--- src/rtl/sprite_line_fetch.sv ---
// Sprite line fetch: a double-buffered single-sprite line engine.
// During horizontal blank it fetches one SPR_W-pixel row of the sprite from
// word-addressed memory into the fill buffer. The display buffer feeds a
// registered per-pixel hit test.
// Optional feature macro: SPRITE_HFLIP_EN (honours SPR_HFLIP as a horizontal
// mirror of the displayed row).
module sprite_line_fetch #(
  parameter int          SPR_W       = 32,
  parameter int          SPR_H       = 32,
  parameter int          ADDR_W      = 20,
  parameter logic [15:0] TRANSPARENT = 16'h0000
) (
  input  logic              CLK,
  input  logic              RESET_N,
  input  logic              SPR_EN,
  input  logic [9:0]        SPR_X,
  input  logic [9:0]        SPR_Y,
  input  logic [ADDR_W-1:0] SPR_BASE,
  input  logic              SPR_HFLIP,
  input  logic              LINE_START,
  input  logic [9:0]        LINE_Y,
  input  logic [9:0]        VGA_DRAW_X,
  output logic              MEM_REQ,
  output logic [ADDR_W-1:0] MEM_ADDR,
  input  logic              MEM_ACK,
  input  logic [15:0]       MEM_RDATA,
  output logic              VGA_SPRITE_ISOBJ,
  output logic [15:0]       VGA_SPRITE_PIXEL
);

  localparam int             CW       = $clog2(SPR_W);
  localparam logic [CW-1:0]  COL_LAST = CW'(SPR_W - 1);
  localparam logic [10:0]    W11      = 11'(SPR_W);
  localparam logic [10:0]    H11      = 11'(SPR_H);

  typedef enum logic [1:0] {IDLE, FETCH, DONE} state_t;

  state_t                 state_q, state_d;
  logic [CW-1:0]          col_q, col_d;
  logic [1:0]             valid_q, valid_d;     // indexed by physical buffer
  logic                   disp_sel_q, disp_sel_d; // physical buffer on display
  logic                   mem_req_q, mem_req_d;
  logic [ADDR_W-1:0]      mem_addr_q, mem_addr_d;
  logic                   isobj_q, isobj_d;
  logic [15:0]            pixel_q, pixel_d;
  logic [SPR_W-1:0][15:0] buf0_q, buf1_q;

  // Row of the sprite that covers the upcoming line; bit 10 is the borrow.
  logic [10:0]       row;
  logic              qual;
  logic [ADDR_W-1:0] row_off;
  logic              fill_sel;
  logic              wr_en;

  assign row      = {1'b0, LINE_Y} - {1'b0, SPR_Y};
  assign qual     = SPR_EN & ~row[10] & (row < H11);
  assign row_off  = ADDR_W'(row[9:0]) << CW;
  assign fill_sel = ~disp_sel_q;
  // An ack coinciding with LINE_START belongs to an aborted fetch.
  assign wr_en    = (state_q == FETCH) & MEM_ACK & ~LINE_START;

  // Fetch sequencing, buffer role swap and valid-flag bookkeeping.
  always_comb begin
    state_d    = state_q;
    col_d      = col_q;
    valid_d    = valid_q;
    disp_sel_d = disp_sel_q;
    mem_req_d  = mem_req_q;
    mem_addr_d = mem_addr_q;
    case (state_q)
      FETCH: begin
        if (wr_en) begin
          col_d      = col_q + 1'b1;
          mem_addr_d = mem_addr_q + 1'b1;
          if (col_q == COL_LAST) begin
            state_d   = DONE;
            mem_req_d = 1'b0;
          end
        end
      end
      DONE: begin
        state_d           = IDLE;
        valid_d[fill_sel] = 1'b1;
      end
      default: ;
    endcase
    // LINE_START overrides everything above, aborting any fetch in flight.
    if (LINE_START) begin
      disp_sel_d          = ~disp_sel_q;
      valid_d             = valid_q;
      valid_d[disp_sel_q] = 1'b0;
      col_d               = '0;
      if (qual) begin
        state_d    = FETCH;
        mem_req_d  = 1'b1;
        mem_addr_d = SPR_BASE + row_off;
      end else begin
        state_d   = IDLE;
        mem_req_d = 1'b0;
      end
    end
  end

  // Display index, optionally mirrored, and the registered hit test.
  logic [10:0]   off;
  logic [CW-1:0] idx;
  logic [15:0]   pix;
  logic          hit;

  assign off = {1'b0, VGA_DRAW_X} - {1'b0, SPR_X};

`ifdef SPRITE_HFLIP_EN
  assign idx = SPR_HFLIP ? ~off[CW-1:0] : off[CW-1:0];
`else
  logic unused_hflip;
  assign unused_hflip = SPR_HFLIP;
  assign idx          = off[CW-1:0];
`endif

  // Borrow check keeps a right-edge sprite from wrapping onto column 0.
  always_comb begin
    pix     = disp_sel_q ? buf1_q[idx] : buf0_q[idx];
    hit     = valid_q[disp_sel_q] & ~off[10] & (off < W11) & (pix != TRANSPARENT);
    isobj_d = hit;
    pixel_d = hit ? pix : 16'h0000;
  end

  // Control and output registers.
  always_ff @(posedge CLK or negedge RESET_N) begin
    if (!RESET_N) begin
      state_q    <= IDLE;
      col_q      <= '0;
      valid_q    <= '0;
      disp_sel_q <= 1'b0;
      mem_req_q  <= 1'b0;
      mem_addr_q <= '0;
      isobj_q    <= 1'b0;
      pixel_q    <= 16'h0000;
    end else begin
      state_q    <= state_d;
      col_q      <= col_d;
      valid_q    <= valid_d;
      disp_sel_q <= disp_sel_d;
      mem_req_q  <= mem_req_d;
      mem_addr_q <= mem_addr_d;
      isobj_q    <= isobj_d;
      pixel_q    <= pixel_d;
    end
  end

  // Line buffer storage; contents need no reset, the valid flags gate use.
  always_ff @(posedge CLK) begin
    if (wr_en && fill_sel)  buf1_q[col_q] <= MEM_RDATA;
    if (wr_en && !fill_sel) buf0_q[col_q] <= MEM_RDATA;
  end

  // Request drops combinationally on LINE_START so an abort is seen that cycle.
  assign MEM_REQ          = mem_req_q & ~LINE_START;
  assign MEM_ADDR         = mem_addr_q;
  assign VGA_SPRITE_ISOBJ = isobj_q;
  assign VGA_SPRITE_PIXEL = pixel_q;

endmodule
--- config.mk ---
export PLATFORM = sky130hd
export DESIGN_NAME = sprite_line_fetch
export DESIGN_NICKNAME = d
export VERILOG_FILES = /design/src/rtl/sprite_line_fetch.sv
export SDC_FILE = /design/constraint.sdc
export NUM_CORES = 1
export LEC_CHECK = 0
export ABC_AREA = 0
export ABC_CLOCK_PERIOD_IN_PS = 3760
export BUFFER_PORTS_ARGS = -buffer_cell sky130_fd_sc_hd__buf_4
export CORE_AREA = 2 2 238 415
export CTS_CLUSTER_SIZE = 8
export DETAILED_ROUTE_END_ITERATION = 8
export DIE_AREA = 0 0 240 417
export HOLD_SLACK_MARGIN = 0.12
export PLACE_DENSITY = 0.62
export SETUP_SLACK_MARGIN = 0.1
export SKIP_LAST_GASP = 1
export SYNTH_ARGS = -nofsm -noshare
export SYNTH_HDL_FRONTEND = slang
export SYNTH_SLANG_ARGS = --single-unit
--- constraint.sdc ---
create_clock -name CLK -period 3.76 [get_ports CLK]
set_input_delay 0.752 -clock CLK [delete_from_list [all_inputs] [get_ports CLK]]
set_output_delay 0.752 -clock CLK [all_outputs]
set_load 0.02 [all_outputs]
==> summary.txt, run 1 <==
Synthesis
  • Most frequently used flop master after synthesis: sky130_fd_sc_hd__edfxtp_1
  • Compound-Gate Fraction of Synth Area: 2.31%
  • Syn Nets: 2,217
  • Distinct cell type count of the synthesized netlist: 81
  • Mux share of post-synthesis cell area: 16.2%
  • Dominant cell type by area after synthesis: sky130_fd_sc_hd__edfxtp_1
  • Sequential-to-total area share from yosys stat: 73.9%
  • Area fraction in and, or, nand and nor cells after synthesis: 3.51%
  • Main area contributors after synthesis: sky130_fd_sc_hd__edfxtp_1, sky130_fd_sc_hd__mux4_2, sky130_fd_sc_hd__dfrtp_1
  • Gate count after technology mapping: 2,095
  • Number of storage elements in the synthesis netlist: 1,072
  • Number of flops mapped to enable cells by yosys: 1,024
  • Syn. warnings: 0
  • Netlist Area Pre-Place: 0.0432 sq mm
  • Share of synthesized cell area in full adder, half adder and majority cells: 1.21%
  • Dominant combinational cell family by area after synthesis: multiplexers
  • Fraction of registers with async set/reset: 4.48%
  • Fraction of synthesized cell area taken by the top area cell type: 71.2%
  • Share of the synthesized netlist area taken by xor and xnor gates: 0.912%
  • Average cell area after synthesis: 20.6 sq um

Finish
  • Number of nets in the layout: 2,692
  • Non-filler cells in the finished layout: 3,913
  • Most frequent cells in the layout: sky130_fd_sc_hd__edfxtp_1, sky130_fd_sc_hd__buf_4, sky130_fd_sc_hd__mux4_2, sky130_fd_sc_hd__clkbuf_16, sky130_fd_sc_hd__nor2_1
  • Total of fill cells in the finished design: 7,456
  • Leading cell type in the layout, fill and taps excluded: sky130_fd_sc_hd__edfxtp_1
  • Synthesis-to-finish area growth: 20.3%
  • Share of cells above drive strength 1: 34.4%

Global route
  • Initial antenna violation count: 2
  • First-pass GRT wire length: 160,000 microns
  • Total grt overflow: 0
  • Vias in the first global route: 24,100
  • Maximum number of pins on one net before global-route repair: 65
  • Global-route total usage across every layer: 22.4%

Worst setup path
  • Critical Path End Type: register
  • Worst Path Required: 4.40 ns
  • Length in cells of the worst reg-to-reg path: 10
  • Buf+Inv Stages, Crit Path: 8
  • Largest delay share family, worst path: buffers and inverters
  • Most used cell, CP: sky130_fd_sc_hd__buf_4
  • CP Max Fanout: 10
  • Worst stage delay on the critical path: 0.82 ns
  • Class of the most critical setup path: in2reg
  • Critical Path Slowest Stage Cell: sky130_fd_sc_hd__fa_4
  • Total number of cells along the worst setup path: 17
  • Cells along the critical path: buf_4, inv_1, ha_4, inv_1, fa_4, buf_4, buf_4, buf_12, mux4_2, mux2i_1, buf_4, a32o_1, nor4_2, buf_4, nand2_1, and3b_1, a41oi_2
  • Startpoint types: primary input
  • Arrival time at the worst endpoint: 4.23 ns

Die
  • Number of ports placed on the die boundary: 120
  • Die area: 0.100 sq mm
  • Initial standard-cell utilization of the core: 44.7%
  • Core footprint: 0.0967 sq mm
  • DIE WIDTH: 240 microns
  • Die Y: 417 microns
  • Site row count: 151

Clocking
  • Clock insertion delay at the later pin of the skew report: 0.73 ns
  • Clock tree from TritonCTS: yes
  • Number of buffers created by CTS: 151
  • CTS root buf: sky130_fd_sc_hd__clkbuf_16
  • Number of sinks handled by clock tree synthesis: 1,072
  • Longest Clk Path Bufs: 3
  • H-tree levels: 4
  • Clock transition time at the flip-flop clock pins of the worst setup and hold paths: 0.05 ns

Timing
  • RSZ-0062 raised after global routing: true
  • Minimum clock period after layout: 3.60 ns
  • F_max: 278 MHz
  • Number of failing setup endpoints in the final timing report: 0
  • Worst hold slack across all endpoints: 0.259 ns
  • Worst-margin pin slew: 0.817 ns
  • Fin Clk Skew: 0.0184 ns
  • Worst slew margin relative to its limit: 45.5%
  • Final Hold Violating Endpoints: 0
  • Number of pins exceeding their max-slew limit in the final report: 0
  • Crit share post-route: 95.6%

Routing
  • WL final: 110,000 microns
  • Number of nets still failing antenna checks after routing: 0
  • DR WL/cell: 28.1 microns
  • Post-detailed-route DRC marker count: 0
  • Number of detailed-route iterations in the first pass: 8
  • Number of violations reported at the end of detailed-routing iteration 0: 2,097
  • DR vias: 22,500
  • Via density per instance: 5.75

Place
  • Count of placed standard cells including taps: 3,716
  • Final GP Congestion: 0.874
  • Number of buffer cells added on primary ports: 118
  • DP Wirelength: 70,800 microns

Min path
  • Cell count of the worst hold path: 2
  • Class of the tightest hold or removal check: in2reg

Outcome
  • Run status: finished clean

Power
  • Power Dens Cells: 569 mW/mm^2
  • Total leakage power: 17.8 nW
  • Peak ir drop on the vdd network: 435 uV

Flow run
  • # Max-Cap Violations: 0
## timing repair
| item | 4_1_cts | 5_1_grt |
|---|---|---|
| hold endpoints to repair | 48 | 0 |
| setup buffers | 0 | 0 |
| hold buffers | 1 | 0 |
| setup endpoints to repair | 0 | 5 |
| gates resized for setup | 0 | 8 |
## cell usage after synthesis, types with 18 or more instances
master / instances
sky130_fd_sc_hd__mux2i_1: 55
sky130_fd_sc_hd__buf_2: 18
sky130_fd_sc_hd__nand3_1: 18
sky130_fd_sc_hd__dfrtp_1: 48
sky130_fd_sc_hd__xnor2_1: 22
sky130_fd_sc_hd__o21ai_0: 19
sky130_fd_sc_hd__mux4_2: 270
sky130_fd_sc_hd__nor2_1: 110
sky130_fd_sc_hd__inv_1: 41
sky130_fd_sc_hd__buf_4: 23
sky130_fd_sc_hd__nand2_1: 99
sky130_fd_sc_hd__edfxtp_1: 1024
sky130_fd_sc_hd__xor2_1: 23
sky130_fd_sc_hd__ha_1: 37
sky130_fd_sc_hd__a21oi_1: 34
sky130_fd_sc_hd__nor3_1: 19
sky130_fd_sc_hd__clkbuf_1: 24
## where the power goes
| group | internal [W] | switching (W) | total [W] |
|---|---|---|---|
| registers | 0.0132 | 0.0000772 | 0.0132 |
| logic | 0.00201 | 0.00224 | 0.00426 |
| clock network | 0.00740 | 0.00468 | 0.0121 |
## sequential cells by signal (all words and copies together) (netlist names), 2 cells and up
register	count
MEM_ADDR	20
VGA_SPRITE_PIXEL	16
buf0_q	512
buf1_q	512
col_q	5
state_q	2
valid_q	2
## per-stage QoR
step	setup slack, ns	TNS (ns)	power, W	utilization, %	area, sq um
after floorplan	0.100	0	0.0156	-	43200
after global placement	-0.578	-8.42	0.0177	49.4	47800
after detailed placement	-0.619	-10.83	0.0177	49.4	47800
after CTS	0.158	0	0.0298	53.7	51900
after global routing	0.0554	0	0.0305	53.7	52000
final	0.164	0	0.0296	53.7	52000
## path summary, 6_finish.rpt
check / start / to / slack, ns
min in group asynchronous: RESET_N / VGA_SPRITE_PIXEL[1] / 0.60
max reg2reg: state_q[1] / MEM_ADDR[19] / 0.88
min reg2reg: valid_q[0] / valid_q[0] / 0.53
min: SPR_BASE[3] / MEM_ADDR[3] / 0.26
max in group asynchronous: RESET_N / MEM_ADDR[17] / 2.71
max: VGA_DRAW_X[0] / VGA_SPRITE_ISOBJ / 0.16
## routing by layer
layer | GRT usage, % | part of all wire, % | vias to the layer above
met1 | 26.8 | 36 | 12000
met4 | 8.76 | 3.6 | 2
met2 | 40.1 | 54 | 833
met5 | 0 | 0.0073 | -
li1 | - | - | 9505
met3 | 3.93 | 6.3 | 211
## cell families after synthesis
group / after synthesis
xor+xnor: 45
compound gates: 136
flops: 1072
fa+ha+maj: 40
mux: 343
buf+inv: 137
simple gates: 322
## layout make-up
cell class | count | area (sq um) | area share [%]
Multi-Input combinational cell | 886 | 10500 | 20.2
Inverter | 41 | 154 | 0.296
Clock buffer | 186 | 4040 | 7.77
Timing Repair Buffer | 418 | 3600 | 6.93
Clock inverter | 9 | 93.8 | 0.181
Sequential cell | 1072 | 32000 | 61.5
Antenna cell | 1 | 2.50 | 0.00481
Tap cell | 1300 | 1630 | 3.13
No activity file was read; power rests on OpenSTA's default activity.
==> inputs of run 2 (changes only) <==
--- a/config.mk
+++ b/config.mk
@@ -6,7 +6,7 @@
 export NUM_CORES = 1
 export LEC_CHECK = 0
 export ABC_AREA = 0
-export ABC_CLOCK_PERIOD_IN_PS = 3760
+export ABC_CLOCK_PERIOD_IN_PS = 4300
 export BUFFER_PORTS_ARGS = -buffer_cell sky130_fd_sc_hd__buf_4
 export CORE_AREA = 2 2 238 415
 export CTS_CLUSTER_SIZE = 8
==> constraint.sdc (replaced) <==
create_clock -name CLK -period 4.3 [get_ports CLK]
set_input_delay 0.86 -clock CLK [delete_from_list [all_inputs] [get_ports CLK]]
set_output_delay 0.86 -clock CLK [all_outputs]
set_load 0.02 [all_outputs]
==> run 2 against run 1 <==
- non-clock buffer count is 103 lower
- sequential share of layout area up 0.93 points
- combinational power shrank 19%
- clock power fell by 12%
- power shrank 13%
- core utilization is 0.80 points lower
- worst hold slack got worse by 0.076 ns
- wire length fell by 0.78%
- die area unchanged
- largest cell class unchanged
==> summary.txt, run 2 (same netlist as run 1, synthesis figures left out) <==
Outcome
  • Run status: finished clean (unchanged)

Die
  • Initial standard-cell utilization of the core: 44.7% (unchanged)
  • Site row count: 151 (unchanged)
  • Number of ports placed on the die boundary: 120 (unchanged)
  • Die Y: 417 microns (unchanged)
  • Die area: 0.100 sq mm (unchanged)
  • Core footprint: 0.0967 sq mm (unchanged)
  • DIE WIDTH: 240 microns (unchanged)

Clocking
  • Number of cells upsized or downsized after cts: 0 (unchanged)
  • Number of sinks handled by clock tree synthesis: 1,072 (unchanged)
  • Clock transition time at the flip-flop clock pins of the worst setup and hold paths: 0.05 ns (about the same)
  • Setup fix buffers added after clock tree synthesis: 0 (unchanged)
  • Longest Clk Path Bufs: 3 (unchanged)
  • H-tree levels: 4 (unchanged)
  • Number of buffers created by CTS: 151 (unchanged)
  • Clock tree from TritonCTS: yes (unchanged)
  • Number of hold buffers added after cts: 0 (was 1)
  • Clock insertion delay at the later pin of the skew report: 0.72 ns (was 0.73 ns)
  • CTS root buf: sky130_fd_sc_hd__clkbuf_16 (unchanged)

Power
  • Total leakage power: 17.3 nW (was 17.8 nW)
  • Peak ir drop on the vdd network: 341 uV (was 435 uV)
  • Power Dens Cells: 502 mW/mm^2 (was 569 mW/mm^2)

Timing
  • Number of pins exceeding their max-slew limit in the final report: 0 (unchanged)
  • Total Neg Setup Slack: 0 ns (unchanged)
  • Final Hold Violating Endpoints: 0 (unchanged)
  • Number of failing setup endpoints in the final timing report: 0 (unchanged)
  • Fin Clk Skew: 0.0196 ns (was 0.0184 ns)
  • Crit share post-route: 90.3%
  • F_max: 258 MHz
  • Minimum clock period after layout: 3.88 ns
  • Worst hold slack across all endpoints: 0.182 ns (was 0.259 ns)
  • Worst slew margin relative to its limit: 22.0% (was 45.5%)
  • Worst-margin pin slew: 1.14 ns (was 0.817 ns)
  • RSZ-0062 raised after global routing: false (was true)

Worst setup path
  • Crit Reg-Reg Startpoint: state_q[1] (unchanged)
  • Critical Path End Type: register (unchanged)
  • Worst Path Required: 4.86 ns (was 4.40 ns)
  • Class of the most critical setup path: in2reg (unchanged)
  • Startpoint types: primary input (unchanged)
  • Crit path launch: VGA_DRAW_X[0] (unchanged)
  • CP Max Fanout: 12 (was 10)
  • Arrival time at the worst endpoint: 4.44 ns (was 4.23 ns)

Place
  • DP Wirelength: 68,900 microns (was 70,800 microns)
  • Number of buffer cells added on primary ports: 118 (unchanged)
  • Final GP Congestion: 0.869 (was 0.874)

Routing
  • DR vias: 22,100 (was 22,500)
  • Post-detailed-route DRC marker count: 0 (unchanged)
  • Via density per instance: 5.81 (was 5.75)
  • DR WL/cell: 28.6 microns (was 28.1 microns)
  • Number of nets still failing antenna checks after routing: 0 (unchanged)
  • Number of violations reported at the end of detailed-routing iteration 0: 2,059 (was 2,097)
  • WL final: 109,000 microns (was 110,000 microns)
  • Number of detailed-route iterations in the first pass: 7 (was 8)

Global route
  • First-pass GRT wire length: 158,000 microns (was 160,000 microns)
  • Initial antenna violation count: 1 (was 2)
  • Maximum number of pins on one net before global-route repair: 65 (unchanged)
  • Global-route total usage across every layer: 22.2% (was 22.4%)
  • Vias in the first global route: 23,600 (was 24,100)
  • Total grt overflow: 0 (unchanged)

Flow run
  • # Max-Cap Violations: 0 (unchanged)

Finish
  • Most frequent cells in the layout: sky130_fd_sc_hd__edfxtp_1, sky130_fd_sc_hd__buf_4, sky130_fd_sc_hd__mux4_2, sky130_fd_sc_hd__clkbuf_16 (was sky130_fd_sc_hd__edfxtp_1, sky130_fd_sc_hd__buf_4, sky130_fd_sc_hd__mux4_2, sky130_fd_sc_hd__clkbuf_16, sky130_fd_sc_hd__nor2_1)
  • Number of nets in the layout: 2,589 (was 2,692)
  • Share of cells above drive strength 1: 31.8% (was 34.4%)
  • Number of diodes added for antenna fixing: 0 (was 1)
  • Leading cell type in the layout, fill and taps excluded: sky130_fd_sc_hd__edfxtp_1 (unchanged)
  • Synthesis-to-finish area growth: 18.5% (was 20.3%)

Min path
  • Class of the tightest hold or removal check: in2async (was in2reg)
run 2: changes by cell type in the layout (fill, tap and decap cells not counted), moves of 4 or more:
cell,previous run,this run
sky130_fd_sc_hd__nor2_2,0,11
sky130_fd_sc_hd__buf_4,380,280
sky130_fd_sc_hd__clkbuf_16,157,161
sky130_fd_sc_hd__clkbuf_1,29,35
sky130_fd_sc_hd__inv_6,7,0
sky130_fd_sc_hd__nor2_1,110,99
run 2: power breakdown:
| group | internal [W] | switching (W) | leakage, nW |
|---|---|---|---|
| combinational | 0.00157 | 0.00189 | 5.37 |
| clock | 0.00660 | 0.00404 | 2.03 |
| sequential | 0.0115 | 0.0000672 | 9.86 |
| total | 0.0197 | 0.00600 | 17.3 |
run 2: final cells by class:
cell class	instances	area, sq um
timing repair buffer	315	2800
clock buffer	196	4160
fill	7544	45500
tap	1300	1630
sequential	1072	32000
inverter	41	154
multi-input combinational	886	10500
run 2: worst max-delay path, stage by stage:
cell	delay, ns
sky130_fd_sc_hd__buf_4	0.11
sky130_fd_sc_hd__inv_1	0.08
sky130_fd_sc_hd__ha_4	0.13
sky130_fd_sc_hd__inv_1	0.04
sky130_fd_sc_hd__fa_4	0.80
sky130_fd_sc_hd__buf_12	0.15
sky130_fd_sc_hd__buf_12	0.16
sky130_fd_sc_hd__mux4_2	0.32
sky130_fd_sc_hd__a2111oi_0	1.02
sky130_fd_sc_hd__nor4_2	0.23
sky130_fd_sc_hd__o41ai_1	0.38
sky130_fd_sc_hd__a41oi_2	0.15
run 2: through the flow:
step / cells / instance area [sq um] / utilization (%) / power [W] / setup WS (ns)
floorplan: 2095 / 43200 / - / 0.0136 / 0.355
global placement: 3614 / 47000 / 48.6 / 0.0152 / -0.311
detailed placement: 3614 / 47000 / 48.6 / 0.0153 / -0.293
CTS: 3810 / 51200 / 52.9 / 0.0259 / 0.456
global route: 3810 / 51200 / 52.9 / 0.0264 / 0.344
finish: 3810 / 51200 / 52.9 / 0.0257 / 0.419
run 2: layer usage:
metal  up-vias  part of all wire [%]  global-route usage, %
li1       9307                     -                      -
met1     11800                    37                   26.4
met2       789                    54                   39.8
met3       201                   5.2                   3.27
met4         0                   4.2                   9.82
met5         -                     0                      0
run 2: path summary, 6_finish.rpt:
kind                       slack, ns  depth (start not counted)                   to
setup / recovery                0.42                         12     VGA_SPRITE_ISOBJ
hold / removal                  0.18                          1  VGA_SPRITE_PIXEL[9]
min in group CLK                0.37                          2          MEM_ADDR[4]
hold reg to reg                 0.52                          2           valid_q[0]
max in group asynchronous       3.62                          1         MEM_ADDR[18]
setup reg to reg                0.85                         11         MEM_ADDR[16]
==> inputs of run 3 (changes only) <==
--- a/config.mk
+++ b/config.mk
@@ -8,12 +8,12 @@
 export ABC_AREA = 0
 export ABC_CLOCK_PERIOD_IN_PS = 4300
 export BUFFER_PORTS_ARGS = -buffer_cell sky130_fd_sc_hd__buf_4
-export CORE_AREA = 2 2 238 415
+export CORE_AREA = 2 2 198 347
 export CTS_CLUSTER_SIZE = 8
 export DETAILED_ROUTE_END_ITERATION = 8
-export DIE_AREA = 0 0 240 417
+export DIE_AREA = 0 0 200 349
 export HOLD_SLACK_MARGIN = 0.12
-export PLACE_DENSITY = 0.62
+export PLACE_DENSITY = 0.84
 export SETUP_SLACK_MARGIN = 0.1
 export SKIP_LAST_GASP = 1
 export SYNTH_ARGS = -nofsm -noshare
==> run 3 against run 2 <==
- clock power is essentially flat
- design area shrank 1.4%
- sequential share of layout area grew 0.90 points
- clock skew shrank 0.0023 ns
- worst hold slack gained 0.015 ns
- global-route usage grew 14 points
- register-to-register slack gained 0.33 ns
- first-iteration DRC count grew 62%
- die area shrank 30%
- core utilization grew 22 points
- flip-flop and latch count is the same
==> summary.txt, run 3 (same netlist as run 1, synthesis figures left out) <==
Timing
  • F_max: 235 MHz (was 258 MHz)
  • Total Neg Setup Slack: 0 ns (unchanged)
  • Worst slew margin relative to its limit: 34.3% (was 22.0%)
  • Final Hold Violating Endpoints: 0 (unchanged)
  • Worst-margin pin slew: 0.981 ns (was 1.14 ns)
  • Number of pins exceeding their max-slew limit in the final report: 0 (unchanged)
  • Crit share post-route: 99.0% (was 90.3%)
  • Worst hold slack across all endpoints: 0.197 ns (was 0.182 ns)
  • Setup slack after layout: 0.0421 ns (was 0.419 ns)
  • RSZ-0062 raised after global routing: false (unchanged)
  • Minimum clock period after layout: 4.26 ns (was 3.88 ns)
  • Number of failing setup endpoints in the final timing report: 0 (unchanged)
  • Fin Clk Skew: 0.0172 ns (was 0.0196 ns)

Clocking
  • Number of buffers created by CTS: 151 (unchanged)
  • Number of hold buffers added after cts: 0 (unchanged)
  • Setup fix buffers added after clock tree synthesis: 0 (unchanged)
  • Clock transition time at the flip-flop clock pins of the worst setup and hold paths: 0.05 ns (about the same)
  • Longest Clk Path Bufs: 3 (unchanged)
  • Clock insertion delay at the later pin of the skew report: 0.71 ns (was 0.72 ns)
  • CTS root buf: sky130_fd_sc_hd__clkbuf_16 (unchanged)
  • H-tree levels: 4 (unchanged)
  • Number of sinks handled by clock tree synthesis: 1,072 (unchanged)
  • Clock tree from TritonCTS: yes (unchanged)

Routing
  • Number of violations reported at the end of detailed-routing iteration 0: 3,333 (was 2,059)
  • DR vias: 24,200 (was 22,100)
  • Post-detailed-route DRC marker count: 0 (unchanged)
  • Number of nets still failing antenna checks after routing: 0 (unchanged)
  • DR WL/cell: 35.0 microns (was 28.6 microns)
  • Via density per instance: 7.06 (was 5.81)
  • WL final: 120,000 microns (was 109,000 microns)
  • Number of detailed-route iterations in the first pass: 6 (was 7)

Die
  • Site row count: 126 (was 151)
  • Initial standard-cell utilization of the core: 64.5% (was 44.7%)
  • Die area: 0.0698 sq mm (was 0.100 sq mm)
  • Die Y: 349 microns (was 417 microns)
  • Core footprint: 0.0670 sq mm (was 0.0967 sq mm)
  • Number of ports placed on the die boundary: 120 (unchanged)
  • DIE WIDTH: 200 microns (was 240 microns)

Finish
  • Total of fill cells in the finished design: 3,305 (was 7,544)
  • Most frequent cells in the layout: sky130_fd_sc_hd__edfxtp_1, sky130_fd_sc_hd__buf_4, sky130_fd_sc_hd__mux4_2, sky130_fd_sc_hd__clkbuf_16, sky130_fd_sc_hd__nor2_1 (was sky130_fd_sc_hd__edfxtp_1, sky130_fd_sc_hd__buf_4, sky130_fd_sc_hd__mux4_2, sky130_fd_sc_hd__clkbuf_16)
  • Area taken by flip-flops and latches: 0.0320 sq mm (unchanged)
  • Share of cells above drive strength 1: 31.0% (was 31.8%)
  • Number of nets in the layout: 2,582 (was 2,589)
  • Synthesis-to-finish area growth: 16.8% (was 18.5%)
  • Multi-input logic area: 0.0105 sq mm (about the same)
  • Leading cell type in the layout, fill and taps excluded: sky130_fd_sc_hd__edfxtp_1 (unchanged)

Power
  • Peak ir drop on the vdd network: 453 uV (was 341 uV)
  • Tot Pwr: 0.0259 W (was 0.0257 W)
  • Total leakage power: 17.1 nW (was 17.3 nW)
  • Power Dens Cells: 512 mW/mm^2 (was 502 mW/mm^2)

Place
  • Pre-CTS WS: -0.366 ns (was -0.293 ns)
  • Final GP Congestion: 0.996 (was 0.869)
  • DP Wirelength: 67,100 microns (was 68,900 microns)
  • Number of buffer cells added on primary ports: 118 (unchanged)

Global route
  • Maximum number of pins on one net before global-route repair: 65 (unchanged)
  • Vias in the first global route: 25,600 (was 23,600)
  • Global-route total usage across every layer: 36.0% (was 22.2%)
  • Total grt overflow: 0 (unchanged)
  • Initial antenna violation count: 3 (was 1)
  • First-pass GRT wire length: 174,000 microns (was 158,000 microns)

Worst setup path
  • Worst Path Required: 4.83 ns (was 4.86 ns)
  • Class of the most critical setup path: in2reg (unchanged)
  • Arrival time at the worst endpoint: 4.79 ns (was 4.44 ns)
  • CP Max Fanout: 18 (was 12)
  • Startpoint types: primary input (unchanged)
  • Critical Path End Type: register (unchanged)

Flow run
  • # Max-Cap Violations: 0 (unchanged)

Outcome
  • Run status: finished clean (unchanged)

Min path
  • Class of the tightest hold or removal check: in2async (unchanged)
[run 3: cell count changes in the layout (fill, tap and decap cells not counted), sizes merged]
cell    before  now
clkbuf     196  216
inv         41   50
buf        315  308
clkinv       0    2
diode        0    1
[run 3: metrics by stage]
| step | std cells | instance area, sq um | util, % |
|---|---|---|---|
| floorplan | 2095 | 43200 | - |
| global placement | 3203 | 46300 | 69.1 |
| detailed placement | 3203 | 46300 | 69.1 |
| CTS | 3430 | 50500 | 75.3 |
| global route | 3430 | 50500 | 75.3 |
| finish | 3431 | 50500 | 75.3 |
[run 3: power breakdown]
part	leakage [nW]	switching, W	internal, W
Combinational	5.27	0.00210	0.00149
Sequential	9.86	0.0000681	0.0115
Clock	2.01	0.00423	0.00646
Total	17.1	0.00640	0.0195
[run 3: what timing repair did]
action / 4_1_cts / 5_1_grt
resized for setup: 1 / 3
gates cloned: 0 / 0
endpoints found under the hold margin: 0 / 0
endpoints found under the setup margin: 1 / 1
[run 3: layout make-up]
cell class / count / share of cell area, %
Antenna cell: 1 / 0.00496
Clock buffer: 216 / 8.06
Clock inverter: 11 / 0.221
Inverter: 41 / 0.305
Multi-Input combinational cell: 886 / 20.8
Sequential cell: 1072 / 63.3
Tap cell: 896 / 2.22
Timing Repair Buffer: 308 / 5.10
[run 3: path summary, 6_finish.rpt]
check / to / slack [ns] / from / depth (start not counted)
max in group asynchronous: VGA_SPRITE_ISOBJ / 3.60 / RESET_N / 1
setup reg to reg: VGA_SPRITE_ISOBJ / 1.18 / buf1_q[490] / 8
min in group CLK: MEM_ADDR[3] / 0.36 / SPR_BASE[3] / 2
setup / recovery: VGA_SPRITE_ISOBJ / 0.04 / VGA_DRAW_X[0] / 14
hold reg to reg: valid_q[1] / 0.58 / valid_q[1] / 1
hold / removal: VGA_SPRITE_PIXEL[12] / 0.20 / RESET_N / 1
[run 3: metal layers]
layer	up-vias	track usage (%)	share of wire, %
met5	-	0	0.022
met4	4	25.8	8.8
met3	570	8.67	11
met2	2161	58.5	50
met1	12200	42.2	30
li1	9321	-	-
[run 3: worst max-delay path, stage by stage]
cell	delay, ns
sky130_fd_sc_hd__buf_4	0.11
sky130_fd_sc_hd__inv_1	0.08
sky130_fd_sc_hd__ha_4	0.13
sky130_fd_sc_hd__inv_1	0.05
sky130_fd_sc_hd__fa_4	0.80
sky130_fd_sc_hd__buf_4	0.34
sky130_fd_sc_hd__buf_4	0.24
sky130_fd_sc_hd__buf_12	0.17
sky130_fd_sc_hd__mux4_2	0.34
sky130_fd_sc_hd__a2111oi_0	0.78
sky130_fd_sc_hd__buf_4	0.24
sky130_fd_sc_hd__nor4_2	0.06
sky130_fd_sc_hd__o41ai_1	0.41
sky130_fd_sc_hd__a41oi_2	0.16
